==> config.mk <==
export PLATFORM = sky130hd
export DESIGN_NAME = piece_engine
export DESIGN_NICKNAME = d
export VERILOG_FILES = /design/src/rtl/piece_engine.sv
export SDC_FILE = /design/constraint.sdc
export NUM_CORES = 1
export LEC_CHECK = 0
export CORE_ASPECT_RATIO = 1.1
export CORE_MARGIN = 3
export CORE_UTILIZATION = 52
export CTS_CLUSTER_DIAMETER = 30
export DETAILED_ROUTE_END_ITERATION = 16
export GPL_ROUTABILITY_DRIVEN = 0
export PLACE_DENSITY_LB_ADDON = 0.12
export RECOVER_POWER = 25
export SLEW_MARGIN = 10
export SYNTH_ARGS = -nofsm -noshare
export SYNTH_HDL_FRONTEND = slang
export SYNTH_SLANG_ARGS = --single-unit
export TNS_END_PERCENT = 10
==> constraint.sdc <==
create_clock -name CLOCK_50 -period 4.7 [get_ports CLOCK_50]
set_clock_uncertainty 0.05 [all_clocks]
set_input_delay 0.705 -clock CLOCK_50 [delete_from_list [all_inputs] [get_ports CLOCK_50]]
set_output_delay 0.705 -clock CLOCK_50 [all_outputs]
set_load 0.005 [all_outputs]
==> src/rtl/piece_engine.sv <==
// rtl/piece_engine.sv - active falling-piece engine: spawn, moves, rotation, collision check and lock
module piece_engine #(
    parameter int COLS    = 10,
    parameter int ROWS    = 20,
    parameter int XW      = 4,
    parameter int YW      = 5,
    parameter int SPAWN_X = 3
) (
    input  logic               CLOCK_50,
    input  logic               resetn,
    input  logic               left_final,
    input  logic               right_final,
    input  logic               rot_final,
    input  logic               tick_gravity,
    input  logic [2:0]         spawn_shape,
    input  logic               clear_done,
    output logic [XW-1:0]      board_rx,
    output logic [YW-1:0]      board_ry,
    input  logic               board_rdata,
    output logic               board_we,
    output logic [XW-1:0]      board_wx,
    output logic [YW-1:0]      board_wy,
    output logic               board_wdata,
    output logic signed [XW:0] piece_x,
    output logic signed [YW:0] piece_y,
    output logic [1:0]         rot,
    output logic [2:0]         shape_id,
    output logic               lock_done,
    output logic               game_over,
    output logic               busy
);

    localparam int XS = XW + 2;
    localparam int YS = YW + 2;
    localparam logic signed [XS-1:0] COLS_S    = XS'(COLS);
    localparam logic signed [YS-1:0] ROWS_S    = YS'(ROWS);
    localparam logic signed [XW:0]   SPAWN_X_S = (XW+1)'(SPAWN_X);

    typedef enum logic [2:0] {
        S_IDLE, S_SPAWN, S_FALL, S_CHECK, S_LOCK, S_WAIT_CLR, S_OVER
    } state_t;

    typedef enum logic [1:0] {K_SPAWN, K_SHIFT, K_ROT, K_GRAV} kind_t;

    // Returns {dx,dy} of cell i; each clockwise step maps (dx,dy) -> (3-dy,dx).
    function automatic logic [3:0] cell_off(input logic [2:0] shape, input logic [1:0] r,
                                            input logic [1:0] i);
        logic [15:0] tab;
        logic [1:0]  dx;
        logic [1:0]  dy;
        logic [1:0]  n;
        case (shape)
            3'd1:    tab = 16'h9584;
            3'd2:    tab = 16'h9514;
            3'd3:    tab = 16'h5184;
            3'd4:    tab = 16'h9540;
            3'd5:    tab = 16'h9510;
            3'd6:    tab = 16'h9518;
            default: tab = 16'hD951;
        endcase
        {dx, dy} = tab[{i, 2'b00} +: 4];
        n = (shape == 3'd1) ? 2'd0 : r;
        for (int k = 0; k < 3; k++) begin
            if (k < int'(n)) {dx, dy} = {~dy, dx};
        end
        return {dx, dy};
    endfunction

    state_t            state_q, state_d;
    kind_t             kind_q, kind_d;
    logic [2:0]        cnt_q, cnt_d;
    logic              coll_q, coll_d;
    logic              prev_oob_q, prev_oob_d;
    logic [1:0]        dx_q, dx_d;
    logic              dy_q, dy_d;
    logic              drot_q, drot_d;
    logic signed [XW:0] piece_x_q, piece_x_d;
    logic signed [YW:0] piece_y_q, piece_y_d;
    logic [1:0]        rot_q, rot_d;
    logic [2:0]        shape_q, shape_d;
    logic              lock_done_q, lock_done_d;

    logic [1:0]        use_dx;
    logic              use_dy;
    logic [1:0]        use_rot;
    logic [3:0]        off;
    logic signed [XS-1:0] tx;
    logic signed [YS-1:0] ty;
    logic              oob;
    logic              hit;
    logic              coll_now;

    // Target cell of the current counter: CHECK applies the pending delta, LOCK uses the piece as is.
    always_comb begin
        use_dx  = 2'b00;
        use_dy  = 1'b0;
        use_rot = rot_q;
        if (state_q == S_CHECK) begin
            use_dx  = dx_q;
            use_dy  = dy_q;
            use_rot = rot_q + {1'b0, drot_q};
        end
        off = cell_off(shape_q, use_rot, cnt_q[1:0]);
        tx  = {piece_x_q[XW], piece_x_q} + {{XW{use_dx[1]}}, use_dx} + {{XW{1'b0}}, off[3:2]};
        ty  = {piece_y_q[YW], piece_y_q} + {{(YW+1){1'b0}}, use_dy} + {{YW{1'b0}}, off[1:0]};
        oob = tx[XS-1] || (tx >= COLS_S) || ty[YS-1] || (ty >= ROWS_S);
    end

    always_comb begin
        state_d     = state_q;
        kind_d      = kind_q;
        cnt_d       = cnt_q;
        coll_d      = coll_q;
        prev_oob_d  = prev_oob_q;
        dx_d        = dx_q;
        dy_d        = dy_q;
        drot_d      = drot_q;
        piece_x_d   = piece_x_q;
        piece_y_d   = piece_y_q;
        rot_d       = rot_q;
        shape_d     = shape_q;
        lock_done_d = 1'b0;
        // rdata belongs to the previous cycle's address; out-of-range cells never read the board.
        hit         = (cnt_q != 3'd0) && !prev_oob_q && board_rdata;
        coll_now    = coll_q | hit | (!cnt_q[2] & oob);
        case (state_q)
            S_IDLE: state_d = S_SPAWN;
            S_SPAWN: begin
                shape_d    = (spawn_shape == 3'd7) ? 3'd0 : spawn_shape;
                rot_d      = 2'd0;
                piece_x_d  = SPAWN_X_S;
                piece_y_d  = '0;
                dx_d       = 2'b00;
                dy_d       = 1'b0;
                drot_d     = 1'b0;
                kind_d     = K_SPAWN;
                cnt_d      = 3'd0;
                coll_d     = 1'b0;
                prev_oob_d = 1'b1;
                state_d    = S_CHECK;
            end
            S_FALL: begin
                cnt_d      = 3'd0;
                coll_d     = 1'b0;
                prev_oob_d = 1'b1;
                dx_d       = 2'b00;
                dy_d       = 1'b0;
                drot_d     = 1'b0;
                if (left_final) begin
                    dx_d = 2'b11; kind_d = K_SHIFT; state_d = S_CHECK;
                end else if (right_final) begin
                    dx_d = 2'b01; kind_d = K_SHIFT; state_d = S_CHECK;
                end else if (rot_final) begin
                    drot_d = 1'b1; kind_d = K_ROT; state_d = S_CHECK;
                end else if (tick_gravity) begin
                    dy_d = 1'b1; kind_d = K_GRAV; state_d = S_CHECK;
                end
            end
            S_CHECK: begin
                prev_oob_d = oob;
                coll_d     = coll_now;
                cnt_d      = cnt_q + 3'd1;
                if (cnt_q[2]) begin
                    if (!coll_now) begin
                        piece_x_d = piece_x_q + {{(XW-1){dx_q[1]}}, dx_q};
                        piece_y_d = piece_y_q + {{YW{1'b0}}, dy_q};
                        rot_d     = rot_q + {1'b0, drot_q};
                        state_d   = S_FALL;
                    end else begin
                        case (kind_q)
                            K_GRAV:  begin state_d = S_LOCK; cnt_d = 3'd0; end
                            K_SPAWN: state_d = S_OVER;
                            default: state_d = S_FALL;
                        endcase
                    end
                end
            end
            S_LOCK: begin
                cnt_d = cnt_q + 3'd1;
                if (cnt_q[1:0] == 2'd3) begin
                    lock_done_d = 1'b1;
                    state_d     = S_WAIT_CLR;
                end
            end
            S_WAIT_CLR: if (clear_done) state_d = S_SPAWN;
            S_OVER:  state_d = S_OVER;
            default: state_d = S_IDLE;
        endcase
    end

    always_ff @(posedge CLOCK_50) begin
        if (!resetn) begin
            state_q     <= S_IDLE;
            kind_q      <= K_SPAWN;
            cnt_q       <= 3'd0;
            coll_q      <= 1'b0;
            prev_oob_q  <= 1'b1;
            dx_q        <= 2'b00;
            dy_q        <= 1'b0;
            drot_q      <= 1'b0;
            piece_x_q   <= '0;
            piece_y_q   <= '0;
            rot_q       <= 2'd0;
            shape_q     <= 3'd0;
            lock_done_q <= 1'b0;
        end else begin
            state_q     <= state_d;
            kind_q      <= kind_d;
            cnt_q       <= cnt_d;
            coll_q      <= coll_d;
            prev_oob_q  <= prev_oob_d;
            dx_q        <= dx_d;
            dy_q        <= dy_d;
            drot_q      <= drot_d;
            piece_x_q   <= piece_x_d;
            piece_y_q   <= piece_y_d;
            rot_q       <= rot_d;
            shape_q     <= shape_d;
            lock_done_q <= lock_done_d;
        end
    end

    always_comb begin
        board_rx    = '0;
        board_ry    = '0;
        board_we    = 1'b0;
        board_wx    = '0;
        board_wy    = '0;
        board_wdata = 1'b0;
        if (state_q == S_CHECK && !cnt_q[2]) begin
            board_rx = tx[XW-1:0];
            board_ry = ty[YW-1:0];
        end
        if (state_q == S_LOCK) begin
            board_we    = 1'b1;
            board_wdata = 1'b1;
            board_wx    = tx[XW-1:0];
            board_wy    = ty[YW-1:0];
        end
    end

    assign piece_x   = piece_x_q;
    assign piece_y   = piece_y_q;
    assign rot       = rot_q;
    assign shape_id  = shape_q;
    assign lock_done = lock_done_q;
    assign game_over = (state_q == S_OVER);
    assign busy      = (state_q != S_FALL);

endmodule

# Word level (Yosys, flattened, before mapping)
# Index checks and enable logic that the tools add are counted.
# W data, S select, Z words.
[totals]
out_inout_bits = 39
elab_cells = 134
register_bits = 31
in_bits = 11
[classes]
add_sub_neg = 8
bitwise_logic = 6
muxes = 60
shift = 1
n_reduce_logical = 20
magnitude_cmp = 5
eq_ne = 21
[op_table]
columns = ["operator", "count"]
rows = [
  ["$pmux W16 S6", 1],
  ["$mux W3", 12],
  ["$mux W2", 16],
  ["$eq A3 B3 Y1 const B", 7],
  ["$pmux W3 S7", 1],
  ["$mux W5", 4],
  ["$shiftx A16 B5 Y4", 1],
  ["$eq A3 B2 Y1 const B", 4],
  ["$mux W6", 2],
  ["$pmux W2 S2", 3],
  ["$pmux W6 S2", 1],
  ["$mux W1", 11],
  ["$pmux W5 S2", 1],
  ["$pmux W3 S3", 1],
  ["$mux W4", 2],
  ["$ne A2 B2 Y1 const B", 4],
  ["$pmux W1 S2", 4],
  ["$add A6 B2 Y7", 1],
  ["$add A7 B2 Y7", 1],
  ["$ge A7 B6 Y1 const B", 1],
  ["$add A5 B2 Y6", 1],
  ["$add A6 B1 Y6", 1],
  ["$add A6 B2 Y6", 1],
  ["$eq A3 B1 Y1 const B", 2],
  ["24 further kinds", 38],
]

# Logic depth before layout (Yosys ltp)
# Gate-level depths: netlist of run 1.
[logic_depth]
depth_word = 18
mapped_depth = 15
depth_no_buf = 15

# Worst setup path before layout of run 1
# OpenSTA, ideal clock, no wires.
[synth_timing]
path_type = "reg2reg"
from = "reg state_q[0]"
to = "reg coll_q"
slack_ns = 0.943
arrival_ns = 3.567
stages_incl_launch_ff = 16
period_less_slack_ns = 3.757
setup_time_ns = 0.139
cell_sequence = "dfxtp_1 -> buf_2 -> nand4b_1 -> xor2_2 -> or2_2 -> nand3_1 -> a22oi_1 -> fa_1 -> inv_1 -> ha_1 -> fa_1 -> xnor2_1 -> o32ai_1 -> a211o_1 -> o41ai_1 -> a221oi_1"
[synth_via]
elab_chain_cells = 16
word_cells_on_any_way = 32
cone_classes = "add/sub: 4; order compare: 5; eq/ne: 3; mux: 11; bitwise: 4; reduce/logical: 5"
[synth_lines]
columns = ["item", "line", "source"]
rows = [
  ["from (decl)", "69", "state_t state_q, state_d;"],
  ["from (signal assigned)", "207", "state_q <= state_d;"],
  ["$eq A3 B2 Y1", "98, 126", ""],
  ["$mux W2", "98", "if (state_q == S_CHECK) begin"],
  ["$mux W2", "62", "n = (shape == 3'd1) ? 2'd0 : r;"],
  ["$lt A1 B2 Y1", "64", "if (k < int'(n)) {dx, dy} = {~dy, dx};"],
  ["$mux W2", "64", ""],
  ["$not A2 Y2 or $mux W2 (tied branches)", "64", ""],
  ["$mux W2 or $not A2 Y2 (tied branches)", "64", ""],
  ["$mux W2", "64", ""],
  ["$add A6 B2 Y6", "104", "tx = {piece_x_q[XW], piece_x_q} + {{XW{use_dx[1]}}, use_dx} + {{XW{1'b0}}, off[3:2]};"],
  ["$ge A6 B5 Y1", "106", "oob = tx[XS-1] || (tx >= COLS_S) || ty[YS-1] || (ty >= ROWS_S);"],
  ["$logic_or A1 B1 Y1 (3 in series)", "106", ""],
  ["$and A1 B1 Y1", "125", "coll_now = coll_q | hit | (!cnt_q[2] & oob);"],
  ["$or A1 B1 Y1", "125", ""],
  ["$pmux W1 S2", "126", "case (state_q)"],
  ["to (signal assigned)", "210", "coll_q <= coll_d;"],
  ["to (decl)", "72", "logic coll_q, coll_d;"],
]
# Parallel ways exist; a longest one is shown, timed or not.
# A chain may end at the register's enable or synchronous reset.

# Worst setup path after layout of run 1
[layout_timing]
from = "reg rot_q[0], in the netlist rot[0]"
to = "out board_wx[3]"
[layout_via]
elab_chain_cells = 10
word_cells_on_any_way = 15
cone_classes = "add/sub: 2; order compare: 3; mux: 8; bitwise: 2"
[layout_lines]
columns = ["item", "line", "source"]
rows = [
  ["from (decl)", "79", "logic [1:0] rot_q, rot_d;"],
  ["from (signal assigned)", "217", "rot_q <= rot_d;"],
  ["$add A2 B1 Y2", "101", "use_rot = rot_q + {1'b0, drot_q};"],
  ["$mux W2 (*)", "98", ""],
  ["$mux W2 (*)", "62", ""],
  ["$lt A1 B2 Y1", "64", ""],
  ["$mux W2", "64", ""],
  ["$not A2 Y2 or $mux W2 (tied branches)", "64", ""],
  ["$mux W2 or $not A2 Y2 (tied branches)", "64", ""],
  ["$mux W2 (*)", "64", ""],
  ["$add A6 B2 Y6 (*)", "104", ""],
  ["$mux W4 (*)", "234", "if (state_q == S_LOCK) begin"],
  ["to (decl)", "21", "output logic [XW-1:0] board_wx,"],
]
# Every way passes the cells marked *; elsewhere a longest branch is shown, timed or not.

==> flow_metrics.tcl, run 1 <==
set metrics [dict create \
    synth_area_leaders "dfxtp_1 25%, ha_1 9.6%, nor2_1 5.0%, fa_1 4.9%, xnor2_1 3.9%" \
    route.met3.wl_um 341 \
    irDropWorstVdd_uv 146 \
    post_cts_buffers 0 \
    crit_path_max_incr_delay_ps 500 \
    synth-seq-cells 31 \
    syn-num-nets 343 \
    endpoint_kind "output port" \
    cts_made_buffers 5 \
    synth_xor_area_frac 0.0739 \
    synthFlopType "dfxtp_1" \
    fillers 393 \
    die_area_sq_um 5620 \
    antenna_left 0 \
    synthAdderAreaFrac 0.145 \
    final_nets 383 \
    hold_buffers 0 \
    core_area_sq_um 4440 \
    first_global_vias 2190 \
    ctsHtreeMaxLevel 2 \
    wl_per_cell_um 15.0 \
    ctsResizeCount 0 \
    grt_use_total 0.229 \
    layout_common_cells "40 x clkdlybuf4s50_1, 33 x nor2_1, 29 x dfxtp_1, 23 x nand2_1, 19 x ha_1" \
    wl_met1_mm 2.69 \
    fin_hold_ws_ps 446 \
    internal_power_mw 0.494 \
    syn2layout_area_growth_pct 24.6 \
    fin_crit_sh 0.954 \
    start_util 0.556 \
    dr.pass1.iters 4 \
    top_layer_used "met4" \
    clk_latency_ps 290 \
    grt_pass1_wl_mm 10.4 \
    routed_wirelength_mm 6.05 \
    cp_cell_sequence "ha_1, nand4b_1, xor2_2, or2_2, nand3_1, a22oi_1, fa_1, inv_1, ha_1, fa_1, xnor2_1, nor2_1, clkdlybuf4s50_1" \
    dp_hpwl_mm 4.51 \
    synth_edf_count 0 \
    synth_top_cell_area_share 0.251 \
    swShare 0.300 \
    start_kind "flip-flop" \
    cp.required_ps 3940 \
    fp.dieH_um 78.3 \
    die_w_um 71.7 \
    cts_tree "done" \
    num_vias 2332 \
    cts_buffer_depth 2 \
    io_pins 50 \
    cap_violations 0 \
    min_period_ps 4490 \
    slowest_stage "fa_1" \
    slew_viol_final 0 \
    critPathMaxFanout 7 \
    mostFrequentLayoutCell "clkdlybuf4s50_1" \
    fin_tns_setup_ps 0 \
    synth_top_family_by_area "simple AND/OR/NAND/NOR gates" \
    rsz0062_at_grt "no" \
    avgSynthCellArea_sq_um 8.05 \
    powerDensity_nw_per_um2 229 \
    rows 25 \
    met2_wirelength_mm 2.95 \
    routed_via_density 5.80 \
    diodes 0 \
    drive_gt1_frac 0.0690 \
    power.total_mw 0.705 \
    syn_area_sq_um 2470 \
    setup_viol_count_final 0 \
    critPathKind "flip-flop to output port" \
    relSlewSlack 0.458 \
    fmax_mhz 223 \
    drt_iter0_markers 102 \
    worstMarginPinSlew_ps 811 \
    drc 0 \
    port_buffers 49 \
    seq_power_share 0.410 \
    status "completed" \
    path_delay_family "adder cells" \
    synthSimpleGateAreaFrac 0.269 \
    synth_cell_types 61 \
    p_sw_mw 0.212 \
    synth-seq-area-share 0.251 \
    worst-path-buf-inv 2 \
    power_frac_comb 0.204 \
    clk_pin_slew_ps 70 \
    async_flop_share 0 \
    hold_violations 0 \
    clkPwrFrac 0.386 \
    synth-compound-area-share 0.184 \
    grt_max_degree 23 \
    synth_cells 307 \
    globalRoute.totalOverflow 0 \
    synth.area.mux_share 0.0167 \
    ys_warn_count 0 \
    leakagePower_nw 1.28 \
    min_path_type "flip-flop to flip-flop" \
    clockRootBuffer "clkbuf_8" \
    antenna_found_initial 0 \
    synth_top_area_cell "dfxtp_1" \
    cts.sinks 31 \
    crit_arrival_ps 3730 \
]
[Yosys cell counts, drive strengths merged (5+ instances only)]
cell and instances:
nor2 33, dfxtp 31, nand2 23, ha 19
a21oi 18, inv 17, nand3 13, xnor2 11
clkbuf 10, and2 9, and3 9, buf 9
o21ai 9, xor2 9, nor3 8, nor2b 7
a21o 6, fa 6, nor3b 5
[metal layers]
layer,track usage,vias up
met3,0.0487,8
li1,-,1164
met4,0.0602,0
met1,0.294,1095
met5,0,-
met2,0.387,65
[through the flow]
step | cells | worst slack, ps | util | area, sq um
floorplan | 307 | 943 | - | 2470
CTS | 402 | 101 | 0.694 | 3080
global placement | 394 | 507 | 0.668 | 2970
global route | 402 | 11.4 | 0.693 | 3080
detailed placement | 394 | 434 | 0.668 | 2970
finish | 402 | 214 | 0.693 | 3080
[cells by family after synthesis]
logic type | after synthesis
and+or+nand+nor | 127
xor gates and xnor gates | 20
adders and majority gates | 25
AOI/OAI and AO/OA | 64
DFF | 31
muxes | 4
buffers and inverters | 36
[flip-flops by register name (all words and copies together) (netlist names), 2 cells and up]
signal,count
piece_y,6
dx_q,2
piece_x,5
state_q,3
kind_q,2
cnt_q,3
shape_id,3
rot,2
[layout make-up]
cell class / count / area, sq um / share of cell area
Sequential cell: 31 / 623 / 0.202
Inverter: 17 / 63.8 / 0.0207
Tap cell: 54 / 67.6 / 0.0219
Timing Repair Buffer: 52 / 509 / 0.165
Clock inverter: 3 / 43.8 / 0.0142
Multi-Input combinational cell: 240 / 1700 / 0.553
Clock buffer: 5 / 68.8 / 0.0223
[worst register-to-register path, stage by stage (launching register included)]
cell and delay (ps):
dfxtp_1 380, ha_1 180, nand4b_1 170, xor2_2 240, or2_2 340, nand3_1 100, a22oi_1 80, fa_1 500
inv_1 50, ha_1 210, fa_1 410, xnor2_1 280, o32ai_1 140, a211o_1 250, o41ai_1 510, a221oi_1 140
[final timing paths]
kind,startpoint,end,slack [ps],cells past startpoint
max,rot[0]$_SDFFE_PN0P_,board_wx[3],210,13
min,piece_x[3]$_SDFFE_PN0P_,piece_x[3]$_SDFFE_PN0P_,450,2
max reg2reg,rot[0]$_SDFFE_PN0P_,coll_q$_SDFFE_PN0P_,530,15
min reg2reg,piece_x[3]$_SDFFE_PN0P_,piece_x[3]$_SDFFE_PN0P_,450,2
[power by group through the flow]
| stage | combinational [mW] | clock, mW | sequential, mW |
|---|---|---|---|
| after global routing | 0.161 | 0.286 | 0.291 |
| after CTS | 0.145 | 0.274 | 0.289 |
| final | 0.144 | 0.272 | 0.289 |
| after floorplan | 0.0999 | 0 | 0.287 |
| after detailed placement | 0.143 | 0 | 0.295 |
| after global placement | 0.140 | 0 | 0.295 |
Note: power is estimated with default switching activity, not from simulation.
==> run 2, diff against run 1 <==
CORE_ASPECT_RATIO = 0.6   (was 1.1)
==> run 2 against run 1 <==
Clock power barely moved. Hold slack got worse by 4.8 ps. Sequential cell count did not move. Via count rose by 3.8%. Routed wire length rose by 14%. Critical endpoint is now board_rx[2]. Sequential power barely moved. Fmax fell by 1.1%. Combinational power rose by 4%. Largest power group unchanged. Clock-buffer cell count rose by 1. First-iteration DRC count rose by 53%. Global-route usage rose by 2.4 points. Register-to-register slack improved by 70 ps. Highest routed layer unchanged.
==> flow_metrics.tcl, run 2 (same netlist as run 1, synthesis figures left out) <==
set metrics [dict create \
    start_kind "flip-flop" \
    crit_arrival_ps 3780 \
    clockRootBuffer "clkbuf_8" \
    slowest_stage "fa_2" \
    antenna_left 0 \
    status "completed" \
    rows 18 \
    worst-path-buf-inv 2 \
    grt_max_degree 23 \
    relSlewSlack 0.450 \
    path_delay_family "adder cells" \
    first_global_vias 2163 \
    placed_area_sq_um 2980 \
    core_area_sq_um 4320 \
    port_buffers 49 \
    final_nets 386 \
    largest_reg_flops 6 \
    endpoint_kind "output port" \
    critPathKind "flip-flop to output port" \
    critPathMaxFanout 5 \
    rsz0062_at_grt "no" \
    min_period_ps 4530 \
    irDropWorstVdd_uv 178 \
    mostFrequentLayoutCell "clkdlybuf4s50_1" \
    cap_violations 0 \
    worstSetupPathDepth 12 \
    slew_viol_final 0 \
    crit_top_cell "ha_1" \
    wl_per_cell_um 16.8 \
    powerDensity_nw_per_um2 227 \
    place_ws_ps 447 \
    design_area_sq_um 3140 \
    clk_pin_slew_ps 70 \
    drt_iter0_markers 156 \
    place_inst 401 \
    fin_crit_sh 0.965 \
    dp_hpwl_mm 5.04 \
    io_pins 50 \
    layout_common_cells "38 x clkdlybuf4s50_1, 33 x nor2_1, 29 x dfxtp_1, 23 x nand2_1, 19 x ha_1" \
    ff_latch_area_sq_um 623 \
    layout_setup_ws_ps 165 \
    num_vias 2420 \
    rr_worst_depth 15 \
    cts_made_buffers 5 \
    grt_use_total 0.253 \
    globalRoute.totalOverflow 0 \
    syn2layout_area_growth_pct 27.0 \
    die_area_sq_um 5640 \
    min_path_type "flip-flop to flip-flop" \
    met3_usage 0.0723 \
    use_met2 0.342 \
    hold_violations 0 \
    drive_gt1_frac 0.0826 \
    diodes 0 \
    routed_wirelength_mm 6.91 \
    setup_viol_count_final 0 \
    antenna_found_initial 0 \
    cp_cell_sequence "ha_1, nand4b_1, xor2_4, or2_4, nand3_1, a22oi_1, fa_1, inv_1, ha_1, fa_2, and3_1, clkdlybuf4s50_1" \
    worstMarginPinSlew_ps 824 \
    fp.dieH_um 59.4 \
    cp.required_ps 3940 \
    fin_cells 411 \
    min_path_cells 2 \
    fin_tns_setup_ps 0 \
    ctsHtreeMaxLevel 2 \
    routed_via_density 5.89 \
    dr.pass1.iters 4 \
    start_util 0.571 \
    post-route-util 0.726 \
    fillers 352 \
    leakagePower_nw 1.31 \
    multi_input_area_sq_um 1730 \
    use_met1 0.392 \
    fmax_mhz 221 \
    cts_buffer_depth 2 \
    drc 0 \
    die_w_um 95.0 \
    clk_latency_ps 280 \
    hold_buffers 0 \
    cts_tree "done" \
    grt_pass1_wl_mm 10.9 \
    cts.sinks 31 \
    top_usage_layer "met1" \
    crit_path_max_incr_delay_ps 550 \
]
==> run 2: power breakdown <==
part | leakage, nW | switching (mW) | internal, mW | total, mW
clock network | 0.0612 | 0.103 | 0.171 | 0.275
registers | 0.253 | 0.0154 | 0.273 | 0.288
logic | 0.996 | 0.0859 | 0.0638 | 0.150
total | 1.31 | 0.204 | 0.508 | 0.712
==> run 2: timing repair <==
item / CTS / global route
setup endpoints to repair: 0 / 2
setup buffers: 0 / 2
resized for setup: 0 / 6
==> run 2: tightest hold or removal path, cell delays in order (launching register included) <==
cell	delay, ps
dfxtp_1	330
nand2_1	60
a21oi_1	50
==> run 2: final timing paths <==
check / slack, ps / from / to
worst max-delay path: 170 / drot_q$_SDFFE_PN0P_ / board_rx[2]
worst min-delay path: 440 / piece_y[0]$_SDFFE_PN0P_ / piece_y[0]$_SDFFE_PN0P_
worst min register to register: 440 / piece_y[0]$_SDFFE_PN0P_ / piece_y[0]$_SDFFE_PN0P_
worst max register to register: 600 / drot_q$_SDFFE_PN0P_ / coll_q$_SDFFE_PN0P_
==> run 2: area by class of cell <==
class                      instances  share of cell area
clock buffer                       6              0.0263
clock inverter                     2              0.0112
inverter                          17              0.0203
multi-input combinational        240               0.550
sequential                        31               0.199
tap                               60              0.0239
timing repair buffer              55               0.169
==> run 2: metrics by stage <==
stage          hold slack [ps]  power, mW
2_1_floorplan              420      0.387
3_3_place_gp               427      0.438
3_5_place_dp               443      0.441
4_1_cts                    452      0.714
5_1_grt                    476      0.746
6_report                   441      0.712
==> run 2: metal layers <==
layer | vias up | share of wire
met5 | - | 0
met4 | 0 | 0.0098
met3 | 6 | 0.10
met2 | 119 | 0.41
met1 | 1128 | 0.48
li1 | 1167 | -
==> run 3, diff against run 2 <==
CORE_UTILIZATION = 50   (was 52)
==> run 3 against run 2 <==
Cell count up 0.49%. Hold slack better by 4.9 ps. Die area is 3.7% higher. Routed wire length fell by 1.7%. Combinational power is essentially flat. Register-to-register slack better by 50 ps. Power is 0.84% higher. Utilization shrank 5.8 points. Via count shrank 2.9%. Global-route usage decreased by 1.2 points. Cell area decreased by 0.84%. Sequential power is essentially flat. Largest cell class unchanged. Largest power group unchanged. Highest routed layer unchanged.
==> flow_metrics.tcl, run 3 (same netlist as run 1, synthesis figures left out) <==
set metrics [dict create \
    clk_pin_slew_ps 70 \
    syn2layout_area_growth_pct 25.9 \
    relSlewSlack 0.436 \
    cts_buffer_depth 2 \
    grt_pass1_wl_mm 11.2 \
    ctsHtreeMaxLevel 2 \
    leakagePower_nw 1.30 \
    critPathMaxFanout 7 \
    core_area_sq_um 4660 \
    rr_worst_depth 15 \
    port_buffers 49 \
    endpoint "board_wx[3]" \
    num_vias 2349 \
    dp_hpwl_mm 4.93 \
    critPathKind "flip-flop to output port" \
    largest_reg_flops 6 \
    wl_per_cell_um 16.4 \
    min_path_type "flip-flop to flip-flop" \
    powerDensity_nw_per_um2 231 \
    setup_viol_count_final 0 \
    crit_arrival_ps 3720 \
    place_inst 405 \
    critPathLaunch "rot[0]$_SDFFE_PN0P_" \
    crit_path_max_incr_delay_ps 490 \
    fin_crit_sh 0.952 \
    fmax_mhz 224 \
    fp.dieH_um 60.5 \
    cp_cell_sequence "ha_1, nand4b_1, xor2_2, or2_2, nand3_1, a22oi_1, fa_1, inv_1, ha_1, fa_1, xnor2_1, nor2_1, clkdlybuf4s50_1" \
    hold_violations 0 \
    status "completed" \
    fin_hold_ws_ps 446 \
    r2r_slack_ps 650 \
    grt_use_total 0.241 \
    design_area_sq_um 3110 \
    slew_viol_final 0 \
    routed_via_density 5.69 \
    worstReg2RegStart "rot[0]$_SDFFE_PN0P_" \
    clockRootBuffer "clkbuf_8" \
    diodes 0 \
    drive_gt1_frac 0.0714 \
    drt_iter0_markers 166 \
    start_kind "flip-flop" \
    dr.pass1.iters 4 \
    start_util 0.530 \
    io_pins 50 \
    placed_area_sq_um 2990 \
    antenna_left 0 \
    final_nets 385 \
    cp.required_ps 3940 \
    place_ws_ps 549 \
    mostFrequentLayoutCell "clkdlybuf4s50_1" \
    timing.rr.end "coll_q$_SDFFE_PN0P_" \
    die_area_sq_um 5850 \
    hold_buffers 0 \
    fin_cells 413 \
    layout_common_cells "39 x clkdlybuf4s50_1, 33 x nor2_1, 31 x dfxtp_1, 23 x nand2_1, 19 x ha_1" \
    routed_wirelength_mm 6.79 \
    slowest_stage "fa_1" \
    antenna_found_initial 0 \
    globalRoute.totalOverflow 0 \
    fin_tns_setup_ps 0 \
    cts.sinks 31 \
    worstMarginPinSlew_ps 845 \
    rows 19 \
    cts_tree "done" \
    die_w_um 96.8 \
    first_global_vias 2216 \
    clk_latency_ps 290 \
    min_period_ps 4470 \
    grt_max_degree 23 \
    drc 0 \
    endpoint_kind "output port" \
    layout_setup_ws_ps 228 \
    cts_made_buffers 5 \
    cap_violations 0 \
    rsz0062_at_grt "yes" \
    irDropWorstVdd_uv 144 \
]
-- run 3: critical path, delay by kind of cell (launching register included) --
kind	cells	cell delay [ps]
xor+xnor	2	520
compound gates	1	70
fa+ha+maj	4	1290
flops	1	370
simple gates	4	680
buf+inv	2	490
-- run 3: timing repair --
action / CTS / global route
setup endpoints to repair: 0 / 2
endpoints found under the hold margin: 0 / 0
gates resized for setup: 0 / 0
buffers inserted: 0 / 0
-- run 3: worst min-delay path by stage --
| stage | cells after the start | slack [ps] | to | from |
|---|---|---|---|---|
| final | 2 | 450 | rot[0]$_SDFFE_PN0P_ | rot[0]$_SDFFE_PN0P_ |
| after global routing | 2 | 470 | rot[0]$_SDFFE_PN0P_ | rot[0]$_SDFFE_PN0P_ |
| after detailed placement | 2 | 430 | rot[0]$_SDFFE_PN0P_ | rot[0]$_SDFFE_PN0P_ |
| after floorplan | 2 | 420 | drot_q$_SDFFE_PN0P_ | drot_q$_SDFFE_PN0P_ |
| after CTS | 2 | 450 | rot[0]$_SDFFE_PN0P_ | rot[0]$_SDFFE_PN0P_ |
| after global placement | 2 | 430 | rot[0]$_SDFFE_PN0P_ | rot[0]$_SDFFE_PN0P_ |
-- run 3: cell type report --
cell class	count	area, sq um
timing repair buffer	54	528
multi-input combinational	240	1700
tap	63	78.8
sequential	31	621
fill	409	1550
inverter	17	63.8
clock inverter	2	35.0
clock buffer	6	82.6
-- run 3: power breakdown --
group	internal, mW	switching, mW	total, mW
combinational	0.0639	0.0853	0.149
clock	0.172	0.110	0.282
sequential	0.273	0.0150	0.288
-- run 3: layer usage --
metal / share of wire / vias up / track usage / routed length [um]
met5: 0 / - / 0 / 0
met4: 0.0072 / 0 / 0.0640 / 49
met3: 0.085 / 5 / 0.0540 / 579
met2: 0.40 / 72 / 0.355 / 2750
met1: 0.50 / 1107 / 0.357 / 3410
li1: - / 1165 / - / -
-- run 3: through the flow --
step                      total power [mW]   util
final                                0.718  0.668
after global routing                 0.750  0.668
after CTS                            0.722  0.668
after detailed placement             0.441  0.643
after global placement               0.437  0.643
after floorplan                      0.387      -
==> edit (settings of run 3) <==
Change the parameter `XW` from 4 to 6.
--- a/src/rtl/piece_engine.sv
+++ b/src/rtl/piece_engine.sv
@@ -2,7 +2,7 @@
 module piece_engine #(
     parameter int COLS    = 10,
     parameter int ROWS    = 20,
-    parameter int XW      = 4,
+    parameter int XW      = 6,
     parameter int YW      = 5,
     parameter int SPAWN_X = 3
 ) (
Interface: changed (resized board_rx, board_wx and piece_x); port bits go from 50 to 56. No check against the original RTL was run, so the function may have changed too.
==> edit against run 3 <==
Setup slack lost 0.12 ns; critical path depth grew 1; design area grew 15%; sequential cell count grew 2; power grew 0.62%; wire length grew 15%; via count grew 17%; synthesized area grew 14%; sequential power grew 6%; critical path type unchanged; largest cell class unchanged.
==> edit: results (changes against run 3) <==
Yosys
  • Seq/Total Area, Yosys: 0.234 (-0.0176)
  • Post-synthesis cell count: 350 (+14%)
  • Net Count, Synth: 392 (+14%)
  • Top post-synthesis cells by area: dfxtp_1 (23%), ha_1 (11%), nor2_1 (5.3%), fa_1 (4.2%), nand2_1 (4.1%)
  • Post-synth ARST share: 0 (unchanged)
  • Commonest cells post-synth: nor2_1 (40), dfxtp_1 (33), nand2_1 (31)
  • Syn. warnings: 0 (unchanged)
  • Post-synth cell types: 64 (+4.9%)

Hold path
  • Worst hold start: dx_q[0]
  • HP Class: reg -> reg

Clock tree
  • H-tree depth: 2 (unchanged)
  • Skew-Pair Late Insertion Delay: 0.29 ns (about the same)
  • CTS root buf: clkbuf_8
  • TritonCTS Buffers: 5 (unchanged)
  • Worst-path clk slew: 0.07 ns (about the same)

Timing
  • Setup violators final: 0 (unchanged)
  • Max transition margin: 0.342 (-0.0940)

Setup path
  • CP top delay family: adder cells
  • Crit path max fanout: 6 (-1)
  • Slowest-stage cell, CP: clkdlybuf4s50_1
  • Worst setup startpoint: state_q[0]
  • Max incr delay on CP: 0.52 ns (+0.03 ns)
  • Arrival @ worst endpoint: 3.83 ns (+0.11 ns)

Placement
  • Buffers on Ports: 55 (+12%)
  • Pre-CTS setup slack: 0.0137 ns (-0.536 ns)
  • Area of placed instances: 3430 sq um (+15%)
  • DP Cell Count: 462 (+14%)
  • HPWL after DPL: 5.87 mm (+19%)

Detailed routing
  • 1st-pass router iterations: 5 (+1)
  • First DRT Iteration DRCs: 186 (+12%)
  • Drt via density: 5.82 (+2.3%)
  • Wirelength per Cell: 16.5 um (+0.55%)
  • Vias: 2,758 (+17%)

Outcome
  • Outcome: complete, no violations

Layout
  • Nets: 449 (+17%)
  • Ratio of cells with drive above 1 in the final layout: 0.108 (+0.0364)
  • Max reg flops: 7 (+1)

Global route
  • Antenna violations before repair: 0 (unchanged)
  • All-Layer GR Usage: 0.244 (+0.00354)
  • Global-route wire length before repair: 12.8 mm (+14%)
  • Largest net degree at the start of global routing: 30 (+30%)
  • Vias in the first global route: 2,590 (+17%)

Power
  • Maximum vdd ir drop: 0.000112 V (-23%)
  • Pleak: 1.52 nW (+16%)
-- edit: timing repair --
item	4_1_cts	5_1_grt
endpoints found under the hold margin	0	0
endpoints found under the setup margin	6	2
resized for setup	9	5
setup buffers	2	2
cloned	0	0
-- edit: layer usage --
metal,routed length (um),vias to the layer above,global-route usage
li1,-,1356,-
met1,3990,1286,0.373
met2,3170,110,0.352
met3,637,6,0.0567
met4,46,0,0.0388
met5,0,-,0
-- edit: final cells by class --
class | count | area [sq um]
well taps | 66 | 82.6
inverters | 17 | 63.8
repair buffers | 67 | 643
clock inverters | 1 | 5.00
clock buffers | 7 | 96.3
flip-flops and latches | 33 | 668
multi-input cells | 283 | 2030
fillers | 443 | 1660
-- edit: final timing paths --
kind	cells past startpoint	to	slack, ns
max	14	board_rx[5]	0.11
min	2	dx_q[0]	0.47
max reg2reg	16	prev_oob_q	0.57
min reg2reg	2	dx_q[0]	0.47
-- edit: logic make-up (layout without fill, tap and decap cells) --
logic type,after synthesis,count (layout),share of synthesized area
xor gates and xnor gates,17,17,0.0553
AOI/OAI and AO/OA,85,85,0.214
adders and majority gates,31,31,0.153
buffers and inverters,34,92,0.0544
muxes,7,7,0.0314
DFF,33,33,0.234
and+or+nand+nor,143,143,0.259
-- edit: tightest hold or removal path, delay by kind of cell, from the launching register on --
kind,cells,cell delay [ns]
DFF,1,0.32
and+or+nand+nor,2,0.15
-- edit: power breakdown --
group | switching (mW) | internal, mW | leakage, nW
registers | 0.0151 | 0.291 | 0.270
clock network | 0.111 | 0.132 | 0.0542
logic | 0.0984 | 0.0749 | 1.19
total | 0.225 | 0.498 | 1.52
